--- config.mk ---
export PLATFORM = sky130hd
export DESIGN_NAME = hex_scan_ctrl_flat
export DESIGN_NICKNAME = d
export VERILOG_FILES = /design/src/rtl/hex_scan_ctrl_pkg.sv /design/src/rtl/hex_scan_ctrl_if.sv /design/src/rtl/hex_scan_ctrl_prescaler.sv /design/src/rtl/hex_scan_ctrl.sv /design/src/flat_wrapper.sv
export SDC_FILE = /design/constraint.sdc
export NUM_CORES = 1
export LEC_CHECK = 0
export ABC_AREA = 1
export BUFFER_PORTS_ARGS = -buffer_cell sky130_fd_sc_hd__buf_2
export CORE_ASPECT_RATIO = 2
export CORE_MARGIN = 2
export CORE_UTILIZATION = 40
export CTS_CLUSTER_SIZE = 12
export DETAILED_ROUTE_END_ITERATION = 16
export SYNTH_ARGS = -nofsm -noshare
export SYNTH_HDL_FRONTEND = slang
export SYNTH_HIERARCHICAL = 1
export SYNTH_SLANG_ARGS = --single-unit
--- constraint.sdc ---
create_clock -name clock -period 4.85 [get_ports clock]
set_clock_uncertainty 0.05 [all_clocks]
set_input_delay 0.97 -clock clock [delete_from_list [all_inputs] [get_ports clock]]
set_output_delay 0.97 -clock clock [all_outputs]
set_load 0.02 [all_outputs]
--- src/rtl/hex_scan_ctrl_pkg.sv ---
// Shared types and widths for the HEX display scan sequencer.
package hex_scan_pkg;
    localparam int SEL_W  = 2;
    localparam int BYTE_W = 8;
    localparam int CTR_W  = 16;

    typedef enum logic [1:0] {
        SCAN  = 2'd0,
        HOLD  = 2'd1,
        OV_HI = 2'd2,
        OV_LO = 2'd3
    } state_e;

    function automatic logic [SEL_W-1:0] sel_inc(input logic [SEL_W-1:0] sel);
        return sel + 1'b1;
    endfunction
endpackage

--- src/rtl/hex_scan_ctrl_if.sv ---
// Source, control and display signals shared between the sequencer and its environment.
interface hex_scan_ctrl_if;
    import hex_scan_pkg::*;

    logic [BYTE_W-1:0] in0, in1, in2, in3;
    logic              mode_auto;
    logic              advance;
    logic              hold;
    logic [CTR_W-1:0]  ctr_in;
    logic              ctr_req;
    logic [SEL_W-1:0]  select;
    logic [BYTE_W-1:0] disp_byte;
    logic              overlay_active;

    modport master (
        output in0, in1, in2, in3, mode_auto, advance, hold, ctr_in, ctr_req,
        input  select, disp_byte, overlay_active
    );

    modport slave (
        input  in0, in1, in2, in3, mode_auto, advance, hold, ctr_in, ctr_req,
        output select, disp_byte, overlay_active
    );
endinterface

--- src/rtl/hex_scan_ctrl_prescaler.sv ---
// Free-running divider: pulses o_tick for one cycle each time the count wraps at PRESCALE-1.
module hex_scan_prescaler #(
    parameter int PRESCALE = 50_000_000
) (
    input  logic clock,
    input  logic reset_n,
    input  logic i_en,
    input  logic i_clear,
    output logic o_tick
);
    localparam int TW = (PRESCALE > 1) ? $clog2(PRESCALE) : 1;
    localparam logic [TW-1:0] TICK_LAST = TW'(PRESCALE - 1);

    logic [TW-1:0] r_tick_cnt;

    always_ff @(posedge clock or negedge reset_n) begin
        if (!reset_n) begin
            r_tick_cnt <= '0;
        end else if (i_clear) begin
            r_tick_cnt <= '0;
        end else if (i_en) begin
            r_tick_cnt <= (r_tick_cnt == TICK_LAST) ? '0 : r_tick_cnt + 1'b1;
        end
    end

    assign o_tick = i_en & ~i_clear & (r_tick_cnt == TICK_LAST);
endmodule

--- src/rtl/hex_scan_ctrl.sv ---
// Rotates four debug bytes onto the HEX display, with freeze and a timed counter overlay.
// The overlay (OV_HI/OV_LO, counter snapshot) exists only when HEX_SCAN_OVERLAY_EN is defined.
module hex_scan_ctrl
    import hex_scan_pkg::*;
#(
    parameter int PRESCALE       = 50_000_000,
    parameter int OVERLAY_CYCLES = 100_000_000
) (
    input  logic           clock,
    input  logic           reset_n,
    hex_scan_ctrl_if.slave bus
);
    state_e            r_state, w_state_next;
    logic [SEL_W-1:0]  r_select, w_select_next;
    logic [BYTE_W-1:0] r_disp, w_disp_next;
    logic [BYTE_W-1:0] w_in_sel;
    logic              r_adv_q, r_mode_q;
    logic              w_adv_edge, w_tick, w_tick_clear;

    always_comb begin
        case (r_select)
            2'd0:    w_in_sel = bus.in0;
            2'd1:    w_in_sel = bus.in1;
            2'd2:    w_in_sel = bus.in2;
            default: w_in_sel = bus.in3;
        endcase
    end

    assign w_adv_edge = bus.advance & ~r_adv_q;
    // Counter idles at 0 outside SCAN and in manual mode, so every return to SCAN starts a fresh period.
    assign w_tick_clear = (r_state != SCAN) | ~bus.mode_auto | (bus.mode_auto ^ r_mode_q);

    hex_scan_prescaler #(.PRESCALE(PRESCALE)) u_prescaler (
        .clock   (clock),
        .reset_n (reset_n),
        .i_en    (bus.mode_auto),
        .i_clear (w_tick_clear),
        .o_tick  (w_tick)
    );

`ifdef HEX_SCAN_OVERLAY_EN
    localparam int OV_W = $clog2(OVERLAY_CYCLES);
    localparam logic [OV_W-1:0] OV_HALF_LAST = OV_W'(OVERLAY_CYCLES / 2 - 1);
    localparam logic [OV_W-1:0] OV_LAST      = OV_W'(OVERLAY_CYCLES - 1);

    logic             r_ov_active, w_ov_active_next;
    logic [CTR_W-1:0] r_ctr_snap, w_ctr_snap_next;
    logic [OV_W-1:0]  r_ov_cnt, w_ov_cnt_next;
`else
    logic w_unused_ovl;
    assign w_unused_ovl = ^{bus.ctr_in, bus.ctr_req, 1'(OVERLAY_CYCLES % 2)};
`endif

    always_comb begin
        w_state_next  = r_state;
        w_select_next = r_select;
        w_disp_next   = r_disp;
`ifdef HEX_SCAN_OVERLAY_EN
        w_ov_active_next = r_ov_active;
        w_ctr_snap_next  = r_ctr_snap;
        w_ov_cnt_next    = r_ov_cnt;
`endif
        case (r_state)
            SCAN: begin
                w_disp_next = w_in_sel;
                if (bus.hold) begin
                    w_state_next = HOLD;
                end else if (w_tick | (~bus.mode_auto & w_adv_edge)) begin
                    w_select_next = sel_inc(r_select);
                end
            end
            HOLD: begin
                if (!bus.hold) begin
                    w_state_next = SCAN;
                end
            end
`ifdef HEX_SCAN_OVERLAY_EN
            OV_HI: begin
                w_ov_cnt_next = r_ov_cnt + 1'b1;
                if (r_ov_cnt == OV_HALF_LAST) begin
                    w_state_next = OV_LO;
                    w_disp_next  = r_ctr_snap[BYTE_W-1:0];
                end
            end
            OV_LO: begin
                if (r_ov_cnt == OV_LAST) begin
                    w_ov_active_next = 1'b0;
                    w_ov_cnt_next    = '0;
                    w_disp_next      = w_in_sel;
                    w_state_next     = bus.hold ? HOLD : SCAN;
                end else begin
                    w_ov_cnt_next = r_ov_cnt + 1'b1;
                end
            end
`endif
            default: w_state_next = SCAN;
        endcase
`ifdef HEX_SCAN_OVERLAY_EN
        // A request overrides everything decided above, including a same-cycle advance.
        if (bus.ctr_req) begin
            w_state_next     = OV_HI;
            w_select_next    = r_select;
            w_ctr_snap_next  = bus.ctr_in;
            w_ov_cnt_next    = '0;
            w_disp_next      = bus.ctr_in[CTR_W-1:BYTE_W];
            w_ov_active_next = 1'b1;
        end
`endif
    end

    // Mode history resets to auto so the first auto rotation lands on the PRESCALE-th edge.
    always_ff @(posedge clock or negedge reset_n) begin
        if (!reset_n) begin
            r_state  <= SCAN;
            r_select <= '0;
            r_disp   <= '0;
            r_adv_q  <= 1'b0;
            r_mode_q <= 1'b1;
        end else begin
            r_state  <= w_state_next;
            r_select <= w_select_next;
            r_disp   <= w_disp_next;
            r_adv_q  <= bus.advance;
            r_mode_q <= bus.mode_auto;
        end
    end

`ifdef HEX_SCAN_OVERLAY_EN
    always_ff @(posedge clock or negedge reset_n) begin
        if (!reset_n) begin
            r_ov_active <= 1'b0;
            r_ctr_snap  <= '0;
            r_ov_cnt    <= '0;
        end else begin
            r_ov_active <= w_ov_active_next;
            r_ctr_snap  <= w_ctr_snap_next;
            r_ov_cnt    <= w_ov_cnt_next;
        end
    end

    assign bus.overlay_active = r_ov_active;
`else
    assign bus.overlay_active = 1'b0;
`endif

    assign bus.select    = r_select;
    assign bus.disp_byte = r_disp;
endmodule

--- src/flat_wrapper.sv ---
// flat-port wrapper written by rule: the top's interface ports become plain ports
module hex_scan_ctrl_flat import hex_scan_pkg::*;
#(
    parameter int PRESCALE       = 50_000_000,
    parameter int OVERLAY_CYCLES = 100_000_000
)
  (clock, reset_n, bus_in0, bus_in1, bus_in2, bus_in3, bus_mode_auto, bus_advance, bus_hold, bus_ctr_in, bus_ctr_req, bus_select, bus_disp_byte, bus_overlay_active);
  hex_scan_ctrl_if bus_i ();
  input  logic clock;
  input  logic reset_n;
  input wire logic [$bits(bus_i.in0)-1:0] bus_in0;
  input wire logic [$bits(bus_i.in1)-1:0] bus_in1;
  input wire logic [$bits(bus_i.in2)-1:0] bus_in2;
  input wire logic [$bits(bus_i.in3)-1:0] bus_in3;
  input wire logic [$bits(bus_i.mode_auto)-1:0] bus_mode_auto;
  input wire logic [$bits(bus_i.advance)-1:0] bus_advance;
  input wire logic [$bits(bus_i.hold)-1:0] bus_hold;
  input wire logic [$bits(bus_i.ctr_in)-1:0] bus_ctr_in;
  input wire logic [$bits(bus_i.ctr_req)-1:0] bus_ctr_req;
  output wire logic [$bits(bus_i.select)-1:0] bus_select;
  output wire logic [$bits(bus_i.disp_byte)-1:0] bus_disp_byte;
  output wire logic [$bits(bus_i.overlay_active)-1:0] bus_overlay_active;
  assign bus_i.in0 = bus_in0;
  assign bus_i.in1 = bus_in1;
  assign bus_i.in2 = bus_in2;
  assign bus_i.in3 = bus_in3;
  assign bus_i.mode_auto = bus_mode_auto;
  assign bus_i.advance = bus_advance;
  assign bus_i.hold = bus_hold;
  assign bus_i.ctr_in = bus_ctr_in;
  assign bus_i.ctr_req = bus_ctr_req;
  assign bus_select = bus_i.select;
  assign bus_disp_byte = bus_i.disp_byte;
  assign bus_overlay_active = bus_i.overlay_active;
  hex_scan_ctrl #(.PRESCALE(PRESCALE), .OVERLAY_CYCLES(OVERLAY_CYCLES)) u_core (.clock(clock), .reset_n(reset_n), .bus(bus_i));
endmodule
; ---- Word-level counts from Yosys, hierarchy flattened
; Cells that the tools add are included.
[totals]
input_bits = 54
elab_cells = 39
reg_bits = 40
out_inout_bits = 11
[classes]
mux = 7
add_sub_neg = 2
n_eq_ne = 6
n_reduce_logical = 6
bitwise_logic = 12
[op_table]
columns = cell, n
row1 = $mux W26, 3
row2 = $add A26 B1 Y26 const B, 1
row3 = $eq A26 B26 Y1 const B, 1
row4 = $pmux W8 S3, 1
row5 = $and A1 B1 Y1, 4
row6 = $eq A2 B1 Y1 const B, 2
row7 = $logic_not A2 Y1, 2
row8 = $mux W2, 2
row9 = $ne A2 B2 Y1 const B, 2
row10 = $not A1 Y1, 4
row11 = $pmux W2 S2, 1
row12 = $reduce_bool A2 Y1, 2
row13 = $or A1 B1 Y1, 3
row14 = $reduce_and A3 Y1, 1
row15 = $add A2 B1 Y2 const B, 1
row16 = $eq A2 B2 Y1 const B, 1
row17 = $reduce_and A2 Y1, 1
row18 = $xor A1 B1 Y1, 1

; ---- Depth between registers and ports, before layout
; Gate-level depths: netlist of the first run.
[logic_depth]
ltp_word = 8
mapped_depth = 13
mapped_depth_nobuf = 13

; ---- Hierarchy
; The synthesis of the first run kept the hierarchy.
[by_module_without_submodules]
columns = mod, area_per_inst_um2, seq_area_each_um2, n_inst, cells_per_inst
row1 = hex_scan_prescaler, 1789.2, 650.6, 1, 231
row2 = hex_scan_ctrl, 812.0, 326.6, 1, 115

; ---- Worst setup path before layout of the first run
; Ideal clock, no wire load.
[synth_timing]
kind = input port to flip-flop
startpoint = input port bus_mode_auto
endpoint = register u_core.r_select[0] (netlist: u_core/bus.select[0])
cell_stages = 9
setup_slack_ps = 2887
required_time_ps = 4682
n_path_buf = 0
t_arrival_ps = 1795
setup_ps = 118
path_cell_list = nand3_1 > nor2_1 > inv_1 > nor2_1 > inv_1 > nand2_1 > nand2_1 > nand2_1 > nand2_1
[synth_between]
elab_chain_cells = 8
word_cells_on_any_way = 10
cone_classes = bitwise (9) / reduce/logical (1)
[synth_rtl]
columns = element, line
row1 = "start, declared", flat_wrapper.sv:15  ; input wire logic [$bits(bus_i.mode_auto)-1:0] bus_mode_auto;
row2 = $not A1 Y1, hex_scan_ctrl.sv:31  ; assign w_tick_clear = (r_state != SCAN) | ~bus.mode_auto | (bus.mode_auto ^ r_mode_q);
row3 = $or A1 B1 Y1 (2 in series), hex_scan_ctrl.sv:31
row4 = $not A1 Y1, hex_scan_ctrl_prescaler.sv:26  ; assign o_tick = i_en & ~i_clear & (r_tick_cnt == TICK_LAST);
row5 = $and A1 B1 Y1 (*) (2 in series), hex_scan_ctrl_prescaler.sv:26
row6 = via u_core.w_tick, hex_scan_ctrl.sv:18  ; logic w_adv_edge, w_tick, w_tick_clear;
row7 = $or A1 B1 Y1 (*), hex_scan_ctrl.sv:68  ; end else if (w_tick | (~bus.mode_auto & w_adv_edge)) begin
row8 = $reduce_and A3 Y1 (no source line) (*), n/a
row9 = "end signal, assigned", hex_scan_ctrl.sv:121  ; r_select <= w_select_next;
row10 = "end, declared", hex_scan_ctrl.sv:14  ; logic [SEL_W-1:0] r_select, w_select_next;
; Mark *: on every way through the listed nets, which the timed path passes. The rest lies on a longest branch.
; A chain may end at the register's enable or synchronous reset.

; ---- Worst setup path after layout of the first run
[layout_timing]
startpoint = input port bus_mode_auto
endpoint = register u_core.u_prescaler.r_tick_cnt[22]
[layout_between]
elab_chain_cells = 4
word_cells_on_any_way = 6
cone_classes = mux (1) / bitwise (4) / reduce/logical (1)
[layout_rtl]
columns = element, line
row1 = $not A1 Y1, hex_scan_ctrl.sv:31
row2 = $or A1 B1 Y1, hex_scan_ctrl.sv:31
row3 = $or A1 B1 Y1 (*), hex_scan_ctrl.sv:31
row4 = via u_core.w_tick_clear, hex_scan_ctrl.sv:18
row5 = $mux W26 or $reduce_bool A2 Y1 (tied branches), n/a
row6 = "end signal, assigned", hex_scan_ctrl_prescaler.sv:22  ; r_tick_cnt <= (r_tick_cnt == TICK_LAST) ? '0 : r_tick_cnt + 1'b1;
row7 = "end, declared", hex_scan_ctrl_prescaler.sv:14  ; logic [TW-1:0] r_tick_cnt;
; Marked as above.

==> out/qor.csv, run 1 <==
stage;metric;value;unit
global_route;grt_start_max_net_pins;40;
synthesis;syn-num-nets;406;
sta;tightestPinTransition;876;ps
floorplanning;initial_core_util;41.2;%
synthesis;synth_ff_type;dfrtp_1;
job;cap_violations;0;
floorplanning;rows;41;
cts;postCtsHoldBufs;0;
synthesis;synth.area.top_cells;dfrtp_1 (37%), nand2_1 (17%), nor2_1 (4.8%);
setup_path;reg2reg_to;u_core/u_prescaler/r_tick_cnt[22];
route;dr.pass1.iters;6;
floorplanning;die_h;118;µm
cts;cts.repair.resized;0;
floorplanning;coreArea;0.00631;mm²
power_and_ir_drop;irDropWorstVdd;298;µV
sta;drv_slew;0;
finish;num-nets-final;450;
route;wl_met2;3.42;mm
synthesis;yosysSeqAreaShare;37.6;%
global_route;grt_overflow;0;
placed_design;placed_cell_area;0.00285;mm²
worst_hold_path;hold_path_class;flop to flop;
worst_hold_path;whs_path_depth;2;
cts;cts_tree;yes;
finish;drive_gt1_share;24.0;%
synthesis;synthCells;346;
finish;n_antenna_cell;0;
worst_hold_path;hold_start;u_core/bus.disp_byte[0];
route;ant_nets;0;
floorplanning;pin_count;65;
route;vias;2331;
sta;hold_violations;0;
route;routed.top_layer;met4;
sta;setup_violations;0;
power_and_ir_drop;p_leak;1.44;nW
setup_path;worst-path-max-fanout;14;
cts;cts.clk_slew.worst_paths;60;ps
global_route;grt_pass1_vias;2313;
setup_path;worstReg2RegStart;u_core/r_state[0];
synthesis;yosysWarnings;6;
route;wl_per_cell;12.9;µm
finish;area_growth;16.1;%
floorplanning;die_area;0.00720;mm²
synthesis;synth.top_cell.area_share;36.6;%
cts;root_buffer;clkbuf_16;
placed_design;hpwl;4.75;mm
sta;fin_crit_sh;42.3;%
setup_path;r2r_setup_slack;2920;ps
sta;worst_slack;2800;ps
setup_path;worstPathArrival;2210;ps
sta;fmax;487;MHz
finish;fin_cells;477;
placed_design;dp_cells;469;
setup_path;r2r_cells;7;
setup_path;crit_required;5010;ps
finish;fin_area;0.00302;mm²
cts;cts_sinks;39;
sta;setup_tns;0;ps
cts;clock_latency;280;ps
setup_path;cp-start-kind;primary input;
placed_design;place_worst_setup_slack;2510;ps
global_route;grt_usage;19.1;%
synthesis;async_flop_share;100;%
cts;cts_htree_levels;2;
synthesis;ys_types;33;
worst_hold_path;min_to;u_core/bus.disp_byte[0];
cts;cts_max_path_buffers;2;
route;wl_met1;2.11;mm
synthesis;synth_edf_count;0;
global_route;grt_pass1_wl;10.4;mm
sta;period_minus_slack;2050;ps
sta;rsz0062_at_grt;false;
setup_path;worst-setup-path-type;primary input to flop;
route;drc;0;
sta;relSlewSlack;41.6;%
placed_design;gp_congestion;0.850;
run_status;status;completed;
synthesis;ys_ff_latch;39;
route;viasPerCell;4.89;
route;met3_length;256;µm
finish;final_util;47.9;%
power_and_ir_drop;powerDensity;386;mW/mm²
synthesis;synth_largest_area_cell;dfrtp_1;
global_route;antenna_found_initial;0;
floorplanning;fp.dieW;61.0;µm
cts;post_cts_buffers;0;
setup_path;critical_path.endpoint_type;flop;
route;drt_iter0_markers;90;
synthesis;netlist_area;0.00260;mm²
synthesis;avgSynthCellArea;7.52;µm²
placed_design;numPortBuffers;46;
cts;numCtsBuffers;5;
route;drt_wl_total;6.15;mm
-- registers in the layout (all words and copies together) (netlist names) --
register,count
u_core/u_prescaler/r_tick_cnt,26
u_core/bus.select,2
u_core/r_mode_q,1
u_core/r_adv_q,1
u_core/bus.disp_byte,8
u_core/r_state,1
-- placed cells by master (no fill, tap or decap), types with 10 or more instances in the layout --
cell type / instances
nand2_1: 117
buf_2: 46
dfrtp_1: 38
nor2_1: 33
inv_1: 26
nand3_1: 20
o21ai_1: 19
o21ai_0: 10
xor2_1: 10
-- how the worst max path moves through the flow --
| stage | startpoint | endpoint | slack [ps] | cells past startpoint |
|---|---|---|---|---|
| after floorplan | bus_mode_auto | u_core/bus.select[0] | 2890 | 9 |
| after global placement | bus_mode_auto | u_core/u_prescaler/r_tick_cnt[10] | 2550 | 7 |
| after detailed placement | bus_mode_auto | u_core/u_prescaler/r_tick_cnt[22] | 2510 | 7 |
| after CTS | bus_mode_auto | u_core/u_prescaler/r_tick_cnt[22] | 2810 | 7 |
| after global routing | bus_mode_auto | u_core/u_prescaler/r_tick_cnt[22] | 2640 | 7 |
| final | bus_mode_auto | u_core/u_prescaler/r_tick_cnt[22] | 2800 | 7 |
-- cells in the mapped netlist (3+ instances only) --
cell type and n:
nor2_1 33, inv_1 26, inv_2 7, a21oi_1 6, o21ai_0 10, nand2_4 3
o21ai_2 5, nand2_2 5, nand4_1 4, nand2_1 117, xnor2_1 3, nor2_4 7
ha_1 6, dfrtp_1 38, nand3_1 20, xor2_1 10, buf_4 3, buf_6 3
o21ai_1 19, o22ai_2 5
-- power breakdown --
group          total [W]  switching (W)  internal [W]
registers       0.000419      0.0000457      0.000374
clock network   0.000384       0.000129      0.000256
logic           0.000361       0.000235      0.000126
-- cell type report --
| class | count | area (µm²) |
|---|---|---|
| Fill cell | 675 | 3290 |
| Multi-Input combinational cell | 263 | 1390 |
| Sequential cell | 39 | 977 |
| Timing Repair Buffer | 47 | 238 |
| Clock buffer | 6 | 139 |
| Inverter | 34 | 133 |
| Tap cell | 86 | 108 |
| Clock inverter | 2 | 35.0 |
-- kinds of logic (layout without fill, tap and decap cells) --
kind of cell,after synthesis,after routing,share of synthesized area [%]
adders and majority gates,6,6,2.89
AOI/OAI and AO/OA,47,47,11.3
other,1,1,0.144
DFF,39,39,37.6
xor gates and xnor gates,13,13,4.38
buffers and inverters,44,89,8.95
and+or+nand+nor,196,196,34.8
-- metrics by stage --
step	hold slack [ps]	total power, W
after global routing	459	0.00125
final	433	0.00116
after CTS	443	0.00118
after detailed placement	430	0.000792
after floorplan	421	0.000692
after global placement	420	0.000781
-- routing by layer --
metal / global-route usage, % / vias to the layer above
met5: 0 / -
met4: 12.5 / 0
met3: 3.19 / 23
met2: 34.6 / 79
met1: 17.8 / 1050
li1: - / 1179
-- worst max-delay path, stage by stage --
cell and delay, ps:
buf_2 120, nand3_1 90, nor2_1 290, inv_1 140
nor2_4 360, nand2_1 100, a21oi_1 130
Power figures use the tool's default switching activity.
==> inputs of run 2 (changes only) <==
==> constraint.sdc (replaced) <==
create_clock -name clock -period 1.9 [get_ports clock]
set_clock_uncertainty 0.05 [all_clocks]
set_input_delay 0.38 -clock clock [delete_from_list [all_inputs] [get_ports clock]]
set_output_delay 0.38 -clock clock [all_outputs]
set_load 0.02 [all_outputs]
==> run 2 against run 1 <==
Compared with the run above:
- die area stayed put
- worst setup slack worse by 2600 ps
- cell count is 1.5% higher
- sequential share of layout area is 0.50 points lower
- critical path depth is 6 higher
- global-route usage is 0.48 points higher
- via count is 0.94% higher
- cell area is 1.6% higher
- register-to-register slack worse by 2800 ps
- largest power group unchanged
- highest routed layer unchanged
==> out/qor.csv, run 2 (synthesis results as in run 1) <==
stage;metric;value;unit;change
route;vias;2353;;+0.94%
setup_path;r2r_cells;13;;+6
route;viasPerCell;4.86;;-0.52%
cts;cts_tree;yes;;
global_route;antenna_found_initial;0;;unchanged
setup_path;worst-path-max-fanout;4;;-10
global_route;grt_start_max_net_pins;40;;unchanged
sta;setup_violations;0;;unchanged
cts;cts_sinks;39;;unchanged
placed_design;numPortBuffers;46;;unchanged
power_and_ir_drop;powerDensity;940;mW/mm²;+140%
setup_path;reg2reg_to;u_core/bus.select[1];;
setup_path;critical_path.endpoint_type;flop;;
setup_path;path_common_cell;nand2_1;;
setup_path;worstPathArrival;1850;ps;-360 ps
cts;numCtsBuffers;5;;unchanged
global_route;grt_pass1_wl;10.7;mm;+3.1%
finish;layout_common_cells;nand2_1 (117), buf_2 (46), dfrtp_1 (38);;
sta;fmax;577;MHz;
sta;worst_slack;168;ps;-2630 ps
placed_design;hpwl;4.82;mm;+1.5%
cts;postCtsHoldBufs;0;;unchanged
sta;drv_slew;0;;unchanged
power_and_ir_drop;irDropWorstVdd;761;µV;+160%
route;drc;0;;unchanged
route;dr.pass1.iters;4;;-2
finish;area_growth;17.9;%;
run_status;status;completed;;
sta;hold_violations;0;;unchanged
cts;root_buffer;clkbuf_16;;
setup_path;cp-start-kind;flop;;
global_route;grt_usage;19.6;%;+0.48 points
finish;final_util;48.6;%;+0.75 points
sta;hold_ws;4.97;ps;-428 ps
job;cap_violations;0;;unchanged
route;drt_wl_total;6.12;mm;-0.41%
sta;period_minus_slack;1730;ps;
setup_path;path_cells;nand2_1 > inv_2 > nand2_1 > nor2_1 > nand2_1 > nor2_4 > inv_2 > nor2_1 > inv_1 > nand2_1 > nand2_1 > nand2_1 > nand2_1;;
floorplanning;fp.dieW;61.0;µm;unchanged
route;wl_per_cell;12.6;µm;-1.8%
sta;setup_tns;0;ps;unchanged
setup_path;r2r_setup_slack;170;ps;-2750 ps
floorplanning;die_area;0.00720;mm²;unchanged
placed_design;place_worst_setup_slack;119;ps;-2390 ps
cts;cts.repair.resized;0;;unchanged
route;drt_iter0_markers;97;;+7.8%
finish;n_antenna_cell;0;;unchanged
setup_path;worst-setup-path-type;flop to flop;;
floorplanning;coreArea;0.00631;mm²;unchanged
setup_path;crit_required;2020;ps;-2990 ps
setup_path;cpPeakStageDelay;440;ps;+80 ps
cts;clock_latency;280;ps;about the same
finish;final_common_cell;nand2_1;;
power_and_ir_drop;p_leak;1.47;nW;+2.2%
finish;drive_gt1_share;25.1;%;+1.1 points
setup_path;slowest_stage;dfrtp_1;;
route;ant_nets;0;;unchanged
placed_design;gp_congestion;0.836;;-1.5%
sta;fin_crit_sh;91.2;%;
cts;cts_max_path_buffers;2;;unchanged
cts;cts_htree_levels;2;;unchanged
worst_hold_path;hold_path_class;primary input to async pin;;
sta;rsz0062_at_grt;false;;
floorplanning;die_h;118;µm;unchanged
setup_path;worstReg2RegStart;u_core/u_prescaler/r_tick_cnt[15];;
floorplanning;rows;41;;unchanged
floorplanning;initial_core_util;41.2;%;unchanged
cts;cts.clk_slew.worst_paths;60;ps;about the same
floorplanning;pin_count;65;;unchanged
global_route;grt_pass1_vias;2341;;+1.2%
finish;num-nets-final;457;;+1.6%
finish;largest_reg_flops;26;;unchanged
global_route;grt_overflow;0;;unchanged
finish;max_flop_register;u_core/u_prescaler/r_tick_cnt;;
power_and_ir_drop;finalPower;0.00288;W;+150%
[run 2: worst max path at each step]
stage | start | end | slack, ps | cells past startpoint
finish | u_core/u_prescaler/r_tick_cnt[15] | u_core/bus.select[1] | 170 | 13
global route | u_core/u_prescaler/r_tick_cnt[15] | u_core/bus.select[0] | 50 | 13
CTS | u_core/u_prescaler/r_tick_cnt[0] | u_core/bus.select[0] | 120 | 12
detailed placement | u_core/u_prescaler/r_tick_cnt[0] | u_core/bus.select[1] | 120 | 12
global placement | u_core/u_prescaler/r_tick_cnt[0] | u_core/bus.select[1] | 150 | 12
floorplan | u_core/u_prescaler/r_tick_cnt[0] | u_core/bus.select[0] | 260 | 12
[run 2: power breakdown]
group	internal, W	total (W)	switching, W
sequential	0.000954	0.00103	0.0000799
combinational	0.000345	0.000971	0.000626
clock	0.000559	0.000877	0.000319
total	0.00186	0.00288	0.00102
[run 2: critical path: cells and delay by family (launching register included)]
family                 cells  cell delay, ps
flip-flops                 1             440
AND/OR/NAND/NOR           10             940
buffers and inverters      3             180
[run 2: routing by layer]
| layer | routed length (µm) | track usage, % |
|---|---|---|
| met5 | 0 | 0 |
| met4 | 271 | 10.9 |
| met3 | 221 | 3.52 |
| met2 | 3540 | 35.4 |
| met1 | 2090 | 19.2 |
[run 2: through the flow]
stage	cell area [µm²]	instances
finish	3070	484
global route	3070	484
CTS	3060	483
detailed placement	2900	475
global placement	2900	475
floorplan	2600	346
[run 2: repair_timing]
item                                    CTS  global route
endpoints found under the hold margin     0             0
buffers inserted                          0             1
endpoints found under the setup margin    0             2
[run 2: area by class of cell]
class	count	area [µm²]
tap	86	108
multi-input combinational	263	1390
sequential	39	977
timing repair buffer	54	303
clock buffer	8	156
inverter	34	133
fill	670	3240
